<file path="config.mk">
export PLATFORM = sky130hd
export DESIGN_NAME = multicycle_controller
export DESIGN_NICKNAME = d
export VERILOG_FILES = /design/src/rtl/multicycle_controller.sv
export SDC_FILE = /design/constraint.sdc
export NUM_CORES = 1
export LEC_CHECK = 0
export CORE_MARGIN = 2
export CORE_UTILIZATION = 45
export CTS_BUF_LIST = sky130_fd_sc_hd__clkbuf_8
export CTS_CLUSTER_SIZE = 14
export DETAILED_ROUTE_END_ITERATION = 10
export GPL_ROUTABILITY_DRIVEN = 0
export PLACE_DENSITY = 0.82
export REMOVE_ABC_BUFFERS = 1
export SYNTH_ARGS = -nofsm -noshare
export SYNTH_HDL_FRONTEND = slang
export SYNTH_SLANG_ARGS = --single-unit
</file>
<file path="constraint.sdc">
create_clock -name clk -period 1.9 [get_ports clk]
set_input_delay 0.38 -clock clk [delete_from_list [all_inputs] [get_ports clk]]
set_output_delay 0.38 -clock clk [all_outputs]
set_load 0.01 [all_outputs]
</file>
<file path="src/rtl/multicycle_controller.sv">
// Multi-cycle RV32I control unit: Moore FSM with combinational opcode/funct decode.
// Define ILLEGAL_TRAP_EN to latch illegal instructions into a sticky ERROR state.
module multicycle_controller #(
   parameter int unsigned MEM_LAT = 0,
   parameter int unsigned CNT_W   = 4
) (
   input  logic       clk,
   input  logic       rst_n,
   input  logic [6:0] opcode,
   input  logic [2:0] funct3,
   input  logic       funct7b5,
   input  logic       zero,
   input  logic       lt,
   input  logic       ltu,
   output logic       PCWrite,
   output logic       AdrSrc,
   output logic       MemWrite,
   output logic       IRWrite,
   output logic [1:0] ResultSrc,
   output logic [1:0] ALUSrcA,
   output logic [1:0] ALUSrcB,
   output logic [2:0] ImmSrc,
   output logic [3:0] ALUControl,
   output logic       RegWrite,
   output logic       illegal,
   output logic [3:0] state
);

   typedef enum logic [3:0] {
      S_FETCH    = 4'd0,
      S_DECODE   = 4'd1,
      S_MEMADR   = 4'd2,
      S_MEMREAD  = 4'd3,
      S_MEMWB    = 4'd4,
      S_MEMWRITE = 4'd5,
      S_EXECR    = 4'd6,
      S_EXECI    = 4'd7,
      S_ALUWB    = 4'd8,
      S_BRANCH   = 4'd9,
      S_JAL      = 4'd10,
      S_JALR     = 4'd11,
      S_LUI      = 4'd12,
      S_AUIPC    = 4'd13,
      S_ERROR    = 4'd15
   } state_e;

   localparam logic [6:0] OP_LOAD   = 7'b0000011;
   localparam logic [6:0] OP_STORE  = 7'b0100011;
   localparam logic [6:0] OP_R      = 7'b0110011;
   localparam logic [6:0] OP_I      = 7'b0010011;
   localparam logic [6:0] OP_BRANCH = 7'b1100011;
   localparam logic [6:0] OP_JAL    = 7'b1101111;
   localparam logic [6:0] OP_JALR   = 7'b1100111;
   localparam logic [6:0] OP_LUI    = 7'b0110111;
   localparam logic [6:0] OP_AUIPC  = 7'b0010111;

   localparam logic [3:0] ALU_ADD  = 4'b0000;
   localparam logic [3:0] ALU_SUB  = 4'b0001;
   localparam logic [3:0] ALU_AND  = 4'b0010;
   localparam logic [3:0] ALU_OR   = 4'b0011;
   localparam logic [3:0] ALU_XOR  = 4'b0100;
   localparam logic [3:0] ALU_SLT  = 4'b0101;
   localparam logic [3:0] ALU_SLTU = 4'b0110;
   localparam logic [3:0] ALU_SLL  = 4'b0111;
   localparam logic [3:0] ALU_SRL  = 4'b1000;
   localparam logic [3:0] ALU_SRA  = 4'b1001;

   localparam logic [1:0] SRCA_PC    = 2'b00;
   localparam logic [1:0] SRCA_OLDPC = 2'b01;
   localparam logic [1:0] SRCA_RS1   = 2'b10;
   localparam logic [1:0] SRCA_ZERO  = 2'b11;
   localparam logic [1:0] SRCB_RS2   = 2'b00;
   localparam logic [1:0] SRCB_IMM   = 2'b01;
   localparam logic [1:0] SRCB_FOUR  = 2'b10;
   localparam logic [1:0] RES_ALUOUT = 2'b00;
   localparam logic [1:0] RES_DATA   = 2'b01;
   localparam logic [1:0] RES_ALURES = 2'b10;
   localparam logic [2:0] IMM_I      = 3'b000;
   localparam logic [2:0] IMM_S      = 3'b001;
   localparam logic [2:0] IMM_B      = 3'b010;
   localparam logic [2:0] IMM_J      = 3'b011;
   localparam logic [2:0] IMM_U      = 3'b100;

   localparam logic [CNT_W-1:0] LAT = CNT_W'(MEM_LAT);

`ifdef ILLEGAL_TRAP_EN
   localparam state_e ILL_NEXT = S_ERROR;
`else
   localparam state_e ILL_NEXT = S_FETCH;
`endif

   state_e           state_q, state_d;
   logic [CNT_W-1:0] cnt_q, cnt_d;
   logic             illegal_q, illegal_d;
   logic             lat_done, mem_state, ill_det;
   logic             br_taken, br_bad;
   logic [3:0]       alu_op;

   assign lat_done  = (cnt_q == LAT);
   assign mem_state = (state_q == S_FETCH) || (state_q == S_MEMREAD) || (state_q == S_MEMWRITE);

   // Branch condition table; funct3 010/011 are not RV32I branches.
   always_comb begin
      br_taken = 1'b0;
      br_bad   = 1'b0;
      case (funct3)
         3'b000:  br_taken = zero;
         3'b001:  br_taken = ~zero;
         3'b100:  br_taken = lt;
         3'b101:  br_taken = ~lt;
         3'b110:  br_taken = ltu;
         3'b111:  br_taken = ~ltu;
         default: br_bad   = 1'b1;
      endcase
   end

   // funct7b5 means sub only for register ops; for immediates it is an imm bit.
   always_comb begin
      alu_op = ALU_ADD;
      case (funct3)
         3'b000:  alu_op = (funct7b5 && state_q == S_EXECR) ? ALU_SUB : ALU_ADD;
         3'b001:  alu_op = ALU_SLL;
         3'b010:  alu_op = ALU_SLT;
         3'b011:  alu_op = ALU_SLTU;
         3'b100:  alu_op = ALU_XOR;
         3'b101:  alu_op = funct7b5 ? ALU_SRA : ALU_SRL;
         3'b110:  alu_op = ALU_OR;
         default: alu_op = ALU_AND;
      endcase
   end

   always_ff @(posedge clk or negedge rst_n) begin
      if (!rst_n) begin
         state_q   <= S_FETCH;
         cnt_q     <= '0;
         illegal_q <= 1'b0;
      end else begin
         state_q   <= state_d;
         cnt_q     <= cnt_d;
         illegal_q <= illegal_d;
      end
   end

   always_comb begin
      state_d = state_q;
      ill_det = 1'b0;
      case (state_q)
         S_FETCH:    if (lat_done) state_d = S_DECODE;
         S_DECODE: begin
            case (opcode)
               OP_LOAD, OP_STORE: state_d = S_MEMADR;
               OP_R:              state_d = S_EXECR;
               OP_I:              state_d = S_EXECI;
               OP_BRANCH:         state_d = S_BRANCH;
               OP_JAL:            state_d = S_JAL;
               OP_JALR:           state_d = S_JALR;
               OP_LUI:            state_d = S_LUI;
               OP_AUIPC:          state_d = S_AUIPC;
               default: begin
                  ill_det = 1'b1;
                  state_d = ILL_NEXT;
               end
            endcase
         end
         S_MEMADR:   state_d = opcode[5] ? S_MEMWRITE : S_MEMREAD;
         S_MEMREAD:  if (lat_done) state_d = S_MEMWB;
         S_MEMWB:    state_d = S_FETCH;
         S_MEMWRITE: if (lat_done) state_d = S_FETCH;
         S_EXECR, S_EXECI, S_JAL, S_JALR, S_LUI, S_AUIPC:
                     state_d = S_ALUWB;
         S_ALUWB:    state_d = S_FETCH;
         S_BRANCH: begin
            if (br_bad) begin
               ill_det = 1'b1;
               state_d = ILL_NEXT;
            end else begin
               state_d = S_FETCH;
            end
         end
         S_ERROR:    state_d = ILL_NEXT;
         default:    state_d = S_FETCH;
      endcase
   end

   // Counter restarts on every transition so each memory visit gets a fresh wait.
   always_comb begin
      cnt_d = '0;
      if (state_d == state_q && mem_state) cnt_d = cnt_q + CNT_W'(1);
`ifdef ILLEGAL_TRAP_EN
      illegal_d = illegal_q | ill_det;
`else
      illegal_d = ill_det;
`endif
   end

   always_comb begin
      PCWrite    = 1'b0;
      AdrSrc     = 1'b0;
      MemWrite   = 1'b0;
      IRWrite    = 1'b0;
      ResultSrc  = RES_ALUOUT;
      ALUSrcA    = SRCA_PC;
      ALUSrcB    = SRCB_RS2;
      ImmSrc     = IMM_I;
      ALUControl = ALU_ADD;
      RegWrite   = 1'b0;
      case (state_q)
         S_FETCH: begin
            ALUSrcB = SRCB_FOUR;
            IRWrite = lat_done;
            PCWrite = lat_done;
         end
         S_DECODE: begin
            ALUSrcA = SRCA_OLDPC;
            ALUSrcB = SRCB_IMM;
            ImmSrc  = IMM_B;
         end
         S_MEMADR: begin
            ALUSrcA = SRCA_RS1;
            ALUSrcB = SRCB_IMM;
            ImmSrc  = opcode[5] ? IMM_S : IMM_I;
         end
         S_MEMREAD:  AdrSrc = 1'b1;
         S_MEMWB: begin
            ResultSrc = RES_DATA;
            RegWrite  = 1'b1;
         end
         S_MEMWRITE: begin
            AdrSrc   = 1'b1;
            MemWrite = 1'b1;
         end
         S_EXECR: begin
            ALUSrcA    = SRCA_RS1;
            ALUControl = alu_op;
         end
         S_EXECI: begin
            ALUSrcA    = SRCA_RS1;
            ALUSrcB    = SRCB_IMM;
            ALUControl = alu_op;
         end
         S_ALUWB:    RegWrite = 1'b1;
         S_BRANCH: begin
            ALUSrcA    = SRCA_RS1;
            ALUControl = ALU_SUB;
            PCWrite    = br_taken & ~br_bad;
         end
         S_JAL: begin
            ALUSrcA = SRCA_OLDPC;
            ALUSrcB = SRCB_FOUR;
            ImmSrc  = IMM_J;
            PCWrite = 1'b1;
         end
         S_JALR: begin
            ALUSrcA   = SRCA_RS1;
            ALUSrcB   = SRCB_IMM;
            ResultSrc = RES_ALURES;
            PCWrite   = 1'b1;
         end
         S_LUI: begin
            ALUSrcA = SRCA_ZERO;
            ALUSrcB = SRCB_IMM;
            ImmSrc  = IMM_U;
         end
         S_AUIPC: begin
            ALUSrcA = SRCA_OLDPC;
            ALUSrcB = SRCB_IMM;
            ImmSrc  = IMM_U;
         end
         default: ;
      endcase
   end

   assign illegal = illegal_q;
   assign state   = state_q;

endmodule

</file>
Word level (Yosys, flattened, before mapping) --
Cells that the tools add are included.
Storage, ports and cells: logic and storage cells 83, memory bits (writable) 0, bits of input ports 16, memories kept 0, flip-flop bits (word level) 9, bits in latches 0, output and inout port bits 23, ROM bits 0
Operators by class: add/subtract/negate cells 1, magnitude comparators 0, reductions and logical operators 20, equal/unequal tests 30, multiply operators 0, divide/modulo/power cells 0, muxes and demuxes 25, shift operators 0, bitwise gates (word level) 4
Operators with widths (number):
- case mux 4 bit (8 select lines) | 1
- case mux 4 bit (7 select lines) | 1
- == test 4 bit, second input constant | 6
- case mux 4 bit (6 select lines) | 1
- == test 7 x 6 -> 1 bit, second input constant | 3
- == test 7 bit, second input constant | 3
- OR reduction 6 bit | 3
- == test 4 x 3 -> 1 bit, second input constant | 4
- two-way mux 4 bit | 4
- == test 7 x 5 -> 1 bit, second input constant | 2
- OR reduction 2 bit | 7
- == test 3 bit, second input constant | 4
- case mux 3 bit (4 select lines) | 1
- two-way mux 1 bit | 9
- OR reduction 9 bit | 1
- == test 4 x 2 -> 1 bit, second input constant | 2
- logical NOT 4 bit | 2
- case mux 2 bit (2 select lines) | 2
- case mux 4 bit (2 select lines) | 1
- == test 7 x 2 -> 1 bit, second input constant | 1
- == test 3 x 2 -> 1 bit, second input constant | 2
- case mux 1 bit (6 select lines) | 1
- case mux 2 bit (3 select lines) | 1
- OR reduction 5 bit | 1
- 13 further kinds | 17

Depth between registers and ports, before layout --
Gate-level depths: netlist of the first run.
word-level depth 7, mapped depth 6, depth with buffers taken out 6

Worst setup path before layout of the first run --
OpenSTA, ideal clock, no wires.
path type reg2out, start point register state_q[2] (netlist: state[2]), end point output PCWrite, arrival time 1.365 ns, slack 0.155 ns, path buffers 1, stages on the path, launching flop included 6, required time 1.520 ns, cell sequence dfrtp_1 > buf_2 > nor4_1 > and2_1 > a21oi_1 > o21ai_1
Between the ends: cells in the longest elaborated chain, start to end 3, elaborated cells between the ends (all ways) 6, those cells by class 3 x eq/ne; 1 x mux; 2 x reduce/logical
Ends and longest elaborated chain:
- start, declared | line 92 | state_e state_q, state_d;
- start signal, assigned | line 138 | state_q <= state_d;
- == test 4 bit | line 207 | case (state_q)
- OR reduction 2 bit (no line)
- case mux 1 bit (3 select lines) * | line 207
- end, declared | line 15 | output logic PCWrite,
Every way passes the cells marked *; elsewhere a longest branch is shown, timed or not.

Final worst setup path of the first run --
start point register state_q[1] (netlist: state[1]), end point output ALUSrcA[0]
Between the ends: cells in the longest elaborated chain, start to end 3, elaborated cells between the ends (all ways) 12, those cells by class 9 x eq/ne; 1 x mux; 2 x reduce/logical
Ends and longest elaborated chain:
- == test 4 x 3 -> 1 bit, or another cell as far along | line 207
- OR reduction 5 bit (no line) or OR reduction 3 bit (tied branches)
- case mux 2 bit (3 select lines) * | line 207
- end, declared | line 20 | output logic [1:0] ALUSrcA,
Marks and branches as above.

==> results of run 1 <==
==> synthesized netlist by cell type (all sizes together), types with 3 or more instances <==
cell / n / area share
nor3: 9 / 0.049
inv: 7 / 0.026
dfrtp: 9 / 0.22
clkbuf: 3 / 0.011
mux2i: 3 / 0.030
nor2: 13 / 0.051
xor2: 3 / 0.026
nand2: 9 / 0.033
buf: 7 / 0.037
nand3: 5 / 0.025
xnor2: 5 / 0.043
and2: 3 / 0.019
a21oi: 5 / 0.025
and3b: 3 / 0.026
o21ai: 5 / 0.025
a211oi: 3 / 0.022
==> worst paths after layout <==
check / startpoint / end / slack, ps / depth (start not counted)
max: state[1]$_DFF_PN0_ / ALUSrcA[0] / -210 / 5
min: rst_n / cnt_q[0]$_DFF_PN0_ / 450 / 1
max reg2reg: state[0]$_DFF_PN0_ / cnt_q[3]$_DFF_PN0_ / -10 / 7
min reg2reg: cnt_q[0]$_DFF_PN0_ / cnt_q[0]$_DFF_PN0_ / 570 / 2
max in group asynchronous: rst_n / state[3]$_DFF_PN0_ / 1120 / 1
min in group clk: cnt_q[0]$_DFF_PN0_ / cnt_q[0]$_DFF_PN0_ / 570 / 2
==> metal layers <==
layer  up-vias  global-route usage
met5         -                   0
met3        45              0.0409
met1       728               0.364
met2       137               0.600
met4         0               0.123
li1        642                   -
==> through the flow <==
step / setup TNS, ps / area (sq um) / std cells / util / power [W]
global route: -1460 / 1940 / 244 / 0.896 / 0.00339
CTS: -134 / 1800 / 238 / 0.829 / 0.00263
detailed placement: -3050 / 1660 / 223 / 0.767 / 0.00230
floorplan: -36.6 / 963 / 119 / - / 0.00121
finish: -948 / 1940 / 244 / 0.896 / 0.00329
global placement: -2470 / 1660 / 223 / 0.767 / 0.00223
==> state kept, by name, indices dropped and copies added (netlist names) <==
register and flops:
state 4, cnt_q 4, illegal 1
==> report_power, final <==
group | total (W) | switching (W) | internal [W]
Combinational | 0.00273 | 0.00136 | 0.00138
Clock | 0.000222 | 0.0000807 | 0.000141
Sequential | 0.000340 | 0.0000830 | 0.000256
==> cells by family after synthesis <==
| family | count (synthesis) |
|---|---|
| simple gates | 59 |
| mux | 5 |
| fa+ha+maj | 2 |
| flops | 9 |
| xor+xnor | 8 |
| compound gates | 29 |
| buf+inv | 17 |
==> layout make-up <==
class | count | share of cell area
Clock inverter | 1 | 0.00193
Sequential cell | 9 | 0.117
Multi-Input combinational cell | 103 | 0.427
Timing Repair Buffer | 93 | 0.400
Inverter | 7 | 0.0148
Tap cell | 28 | 0.0180
Clock buffer | 3 | 0.0212
==> repair_timing <==
action,CTS,global route
endpoints found under the setup margin,18,20
setup buffers,11,8
gates resized for setup,68,43
pin swaps,1,9
==> metrics.log, run 1 <==
INFO  metric run_status = finished, violations left
INFO  metric violations = negative setup slack
INFO  metric tightest_slew = 470 ps
INFO  metric grt_start_max_net_pins = 12
INFO  metric post_synth_fa_ha_maj_area_fraction = 0.0247
INFO  metric skew = 2.33 ps
INFO  metric drt_first_iter_violations = 139
INFO  metric grt_antenna_before_repair = 0
INFO  metric clk_pin_slew_worst_paths = 50 ps
INFO  metric detailroute.wirelength.met2 = 2.45 mm
INFO  metric num-nets-final = 235
INFO  metric die_x = 51.4 um
INFO  metric die_ht = 51.4 um
INFO  metric number_of_cells_produced_by_synthesis = 129
INFO  metric cts_tree = built
INFO  metric dr_wl_met3 = 548 um
INFO  metric num_rows = 17
INFO  metric floorplan.io_pins = 39
INFO  metric criticalPathCategory = reg2out
INFO  metric max_stage_delay = 440 ps
INFO  metric maxSlewHeadroom = 0.685
INFO  metric main_combinational_cell_family_by_area_after_synthesis = simple AND/OR/NAND/NOR gates
INFO  metric route.antenna.remaining_nets = 0
INFO  metric clock_tree.root_cell = clkbuf_8
INFO  metric area.growth.synth_to_final = 92.0%
INFO  metric commonest_cells_after_routing_fill_and_taps_aside = 42 x buf_4, 16 x clkdlybuf4s50_1, 14 x buf_6
INFO  metric dr.max_layer_used = met4
INFO  metric core_region_area = 2170 sq um
INFO  metric detail_route.wirelength = 5.28 mm
INFO  metric htree_num_levels = 1
INFO  metric synth-xor-area-share = 0.0692
INFO  metric dp_hpwl = 2.70 mm
INFO  metric hold_path_class = in2async
INFO  metric yosys.area_share.simple = 0.344
INFO  metric async_flop_share = 1.00
INFO  metric yosysSeqAreaShare = 0.222
INFO  metric ys_types = 51
INFO  metric n_fill_cell = 98
INFO  metric yosys-mux-area-fraction = 0.0519
INFO  metric most_common_flop_cell_mapped_by_yosys = dfrtp_1
INFO  metric seqCellArea = 228 sq um
INFO  metric number_of_optimization_iterations_in_the_first_detailed_route_pass = 5
INFO  metric max-clock-path-buffers = 2
INFO  metric synth_enable_flop_cells = 0
INFO  metric drc = 0
INFO  metric syn_area = 1010 sq um
INFO  metric final_common_cell = buf_4
INFO  metric insertedDiodeCount = 0
INFO  metric cp-start-kind = flop
INFO  metric count_of_vias_placed_by_the_detailed_router = 1,552
INFO  metric path_buf_inv = 2
INFO  metric initial_core_util = 0.467
INFO  metric port_buffers = 38
INFO  metric global_route.usage.total = 0.321
INFO  metric min_period = 2110 ps
INFO  metric cp_max_fo = 4
INFO  metric holdWs = 455 ps
INFO  metric overflow = 0
INFO  metric family_of_cells_with_the_greatest_summed_delay_on_the_critical_path = simple AND/OR/NAND/NOR gates
INFO  metric data_required_critical_path = 1520 ps
INFO  metric powerDensity = 1690 nW/um^2
INFO  metric wl_met1 = 1.87 mm
INFO  metric detail_route.vias_per_cell = 6.36
INFO  metric via_count_of_the_first_global_routing_pass = 1,399
INFO  metric rsz_0062_raised_after_global_routing = true
INFO  metric post_syn_area_per_cell = 7.85 sq um
INFO  metric finalSetupViolCount = 11
INFO  metric timing.critical_path.to_type = primary output
INFO  metric max_slew_violation_count = 0
INFO  metric irDropWorstVdd = 1210 uV
INFO  metric cts_made_buffers = 3
INFO  metric postCtsHoldBufs = 0
INFO  metric yosys_register_bits = 9
INFO  metric post_drt_wl_per_cell = 21.6 um
INFO  metric insertion_delay = 230 ps
INFO  metric synth_compound_gate_area_share = 0.214
INFO  metric footprint_of_the_multi_input_gates = 830 sq um
INFO  metric worst_path_max_delay_cell = dfrtp_2
INFO  metric timing.critical_path.cells = buf_6, or3_4, a21oi_4, or2_1, buf_2
INFO  metric cp.arrival = 1730 ps
INFO  metric drv_cap = 0
INFO  metric grt_pass1_wl = 6.35 mm
INFO  metric final_hold_viol_count = 0
INFO  metric fp.dieArea = 2640 sq um
INFO  metric final_layout_size_suffix_gt1_frac = 0.481
INFO  metric ys.warnings.count = 0
INFO  metric pre_cts_slack = -517 ps
INFO  metric fmaxAchievable = 475 MHz
INFO  metric min_period_over_period = 1.11
INFO  metric p_leak = 0.960 nW
INFO  metric timing.final.ws_setup = -207 ps
INFO  metric clock_sink_count = 9
No activity file was read; power rests on OpenSTA's default activity.
==> run 2, diff against run 1 <==
--- a/config.mk
+++ b/config.mk
@@ -6,12 +6,12 @@
 export NUM_CORES = 1
 export LEC_CHECK = 0
 export CORE_MARGIN = 2
-export CORE_UTILIZATION = 45
+export CORE_UTILIZATION = 49
 export CTS_BUF_LIST = sky130_fd_sc_hd__clkbuf_8
 export CTS_CLUSTER_SIZE = 14
 export DETAILED_ROUTE_END_ITERATION = 10
 export GPL_ROUTABILITY_DRIVEN = 0
-export PLACE_DENSITY = 0.82
+export PLACE_DENSITY = 0.88
 export REMOVE_ABC_BUFFERS = 1
 export SYNTH_ARGS = -nofsm -noshare
 export SYNTH_HDL_FRONTEND = slang
==> constraint.sdc (replaced) <==
create_clock -name clk -period 2.7 [get_ports clk]
set_input_delay 0.54 -clock clk [delete_from_list [all_inputs] [get_ports clk]]
set_output_delay 0.54 -clock clk [all_outputs]
set_load 0.01 [all_outputs]
==> metrics.log, run 2 (synthesis gave the netlist of run 1 again) <==
INFO  metric fmaxAchievable = 380 MHz
INFO  metric clk_pin_slew_worst_paths = 50 ps (about the same)
INFO  metric cp.arrival = 2090 ps (+360 ps)
INFO  metric die_ht = 49.5 um (-3.8%)
INFO  metric path_buf_inv = 2 (unchanged)
INFO  metric timing.final.ws_setup = 65.3 ps (+273 ps)
INFO  metric run_status = complete, no violations
INFO  metric area.growth.synth_to_final = 47.8%
INFO  metric final_layout_size_suffix_gt1_frac = 0.153 (-0.329)
INFO  metric layout.core_utilization = 0.763 (-0.133)
INFO  metric route.antenna.remaining_nets = 0 (unchanged)
INFO  metric cp_max_fo = 3 (-1)
INFO  metric port_buffers = 38 (unchanged)
INFO  metric num-nets-final = 189 (-20%)
INFO  metric worst_hold_path.endpoint = cnt_q[0]$_DFF_PN0_
INFO  metric irDropWorstVdd = 662 uV (-45%)
INFO  metric detail_route.vias_per_cell = 5.88 (-7.6%)
INFO  metric die_x = 49.5 um (-3.8%)
INFO  metric drc = 0 (unchanged)
INFO  metric dp_hpwl = 2.36 mm (-12%)
INFO  metric number_of_optimization_iterations_in_the_first_detailed_route_pass = 5 (unchanged)
INFO  metric pre_cts_slack = -53.3 ps (+464 ps)
INFO  metric detail_route.wirelength = 3.05 mm (-42%)
INFO  metric final_common_cell = clkdlybuf4s50_1
INFO  metric timing.critical_path.to_type = primary output
INFO  metric final_hold_viol_count = 0 (unchanged)
INFO  metric r2r_setup_slack = 720 ps (+730 ps)
INFO  metric count_of_vias_placed_by_the_detailed_router = 1,158 (-25%)
INFO  metric clock_sink_count = 9 (unchanged)
INFO  metric finalSetupViolCount = 0 (-11)
INFO  metric skew = 3.88 ps (+1.55 ps)
INFO  metric initial_core_util = 0.516 (+0.0494)
INFO  metric crit_path_frequent_cell = clkdlybuf4s50_1
INFO  metric drv_cap = 0 (unchanged)
INFO  metric overflow = 0 (unchanged)
INFO  metric criticalPathCategory = in2out
INFO  metric global_route.usage.total = 0.258 (-0.0626)
INFO  metric postCtsHoldBufs = 0 (unchanged)
INFO  metric maxSlewHeadroom = 0.743 (+0.0582)
INFO  metric core_region_area = 1960 sq um (-9.6%)
INFO  metric grt_start_max_net_pins = 12 (unchanged)
INFO  metric insertion_delay = 230 ps (about the same)
INFO  metric min_period = 2630 ps
INFO  metric worst_path_max_delay_cell = clkdlybuf4s50_1
INFO  metric num_rows = 16 (-1)
INFO  metric timing.critical_path.cells = clkdlybuf4s50_1, nor2_1, a221o_1, a22o_1, clkdlybuf4s50_1
INFO  metric rsz_0062_raised_after_global_routing = false
INFO  metric min_period_over_period = 0.976
INFO  metric ff2ff_path_depth = 6 (-1)
INFO  metric fp.dieArea = 2450 sq um (-7.5%)
INFO  metric rr_startpoint = cnt_q[0]$_DFF_PN0_
INFO  metric htree_num_levels = 1 (unchanged)
INFO  metric commonest_cells_after_routing_fill_and_taps_aside = 36 x clkdlybuf4s50_1, 12 x nor2_1, 9 x nand2_1, 9 x buf_4, 8 x nor3_1
INFO  metric timing.rr.end = cnt_q[2]$_DFF_PN0_
INFO  metric cp-start-kind = input port
INFO  metric post_drt_wl_per_cell = 15.5 um (-29%)
INFO  metric grt_pass1_wl = 4.84 mm (-24%)
INFO  metric p_leak = 0.663 nW (-31%)
INFO  metric floorplan.io_pins = 39 (unchanged)
INFO  metric hold_start = cnt_q[0]$_DFF_PN0_
INFO  metric grt_antenna_before_repair = 0 (unchanged)
INFO  metric max_stage_delay = 510 ps (+70 ps)
INFO  metric path_length_in_cells_of_the_critical_path = 5 (unchanged)
INFO  metric cts_tree = built
INFO  metric cts_made_buffers = 3 (unchanged)
INFO  metric max_slew_violation_count = 0 (unchanged)
INFO  metric hold_path_class = reg2reg
INFO  metric placed_cell_count = 193 (-13%)
INFO  metric drt_first_iter_violations = 35 (-75%)
INFO  metric insertedDiodeCount = 0 (unchanged)
INFO  metric instances_no_fill = 197 (-19%)
INFO  metric hold_depth = 1
INFO  metric powerDensity = 1030 nW/um^2 (-39%)
INFO  metric data_required_critical_path = 2160 ps (+640 ps)
INFO  metric family_of_cells_with_the_greatest_summed_delay_on_the_critical_path = buffers and inverters
INFO  metric tightest_slew = 381 ps (-88.3 ps)
INFO  metric clock_tree.root_cell = clkbuf_8
INFO  metric via_count_of_the_first_global_routing_pass = 1,123 (-20%)
INFO  metric max-clock-path-buffers = 2 (unchanged)
[run 2: changes by cell type in the layout (fill, tap and decap cells not counted), sizes merged]
cell | previous run | this run
buf | 68 | 9
clkdlybuf4s50 | 16 | 36
dlygate4sd2 | 5 | 1
clkbuf | 6 | 3
clkdlybuf4s15 | 1 | 0
clkinv | 0 | 1
dlymetal6s2s | 0 | 1
inv | 8 | 7
[run 2: metal layers]
layer,vias up,track usage,wire [um]
li1,553,-,-
met1,551,0.288,1180
met2,46,0.477,1620
met3,8,0.0485,178
met4,0,0.106,68
met5,-,0,0
[run 2: final cells by class]
cell class | count | area (sq um)
Inverter | 7 | 26.3
Clock inverter | 1 | 5.00
Fill cell | 162 | 465
Timing Repair Buffer | 47 | 449
Tap cell | 27 | 33.8
Sequential cell | 9 | 229
Clock buffer | 3 | 41.3
Multi-Input combinational cell | 103 | 712
[run 2: per-stage QoR]
step | hold WS, ps | cell area [sq um] | power (W) | TNS, ps
2_1_floorplan | 244 | 963 | 0.000854 | 0
3_3_place_gp | 474 | 1450 | 0.00135 | 0
3_5_place_dp | 484 | 1450 | 0.00138 | -53.3
4_1_cts | 492 | 1490 | 0.00154 | 0
5_1_grt | 541 | 1500 | 0.00165 | 0
6_report | 494 | 1500 | 0.00155 | 0
[run 2: worst reg2reg max path: cells and delay by family (launching register included)]
kind | cells | cell delay (ps)
mux | 1 | 360
buf+inv | 1 | 70
simple gates | 2 | 500
fa+ha+maj | 1 | 160
compound gates | 1 | 360
flops | 1 | 400
[run 2: worst max path at each step]
stage,start,endpoint
final,funct3[2],ALUControl[0]
after global routing,funct3[2],ALUControl[0]
after CTS,state[0]$_DFF_PN0_,ALUSrcA[0]
after detailed placement,funct3[1],PCWrite
after global placement,funct3[1],PCWrite
after floorplan,state[0]$_DFF_PN0_,ALUSrcA[0]
[run 2: report_power, final]
group	total (W)	switching [W]	internal (W)
sequential	0.000263	0.0000810	0.000182
combinational	0.00113	0.000548	0.000581
clock	0.000156	0.0000549	0.000101
[run 2: timing repair]
item / in CTS / in global routing
setup buffers: 0 / 0
setup endpoints to repair: 1 / 5
resized for setup: 1 / 4
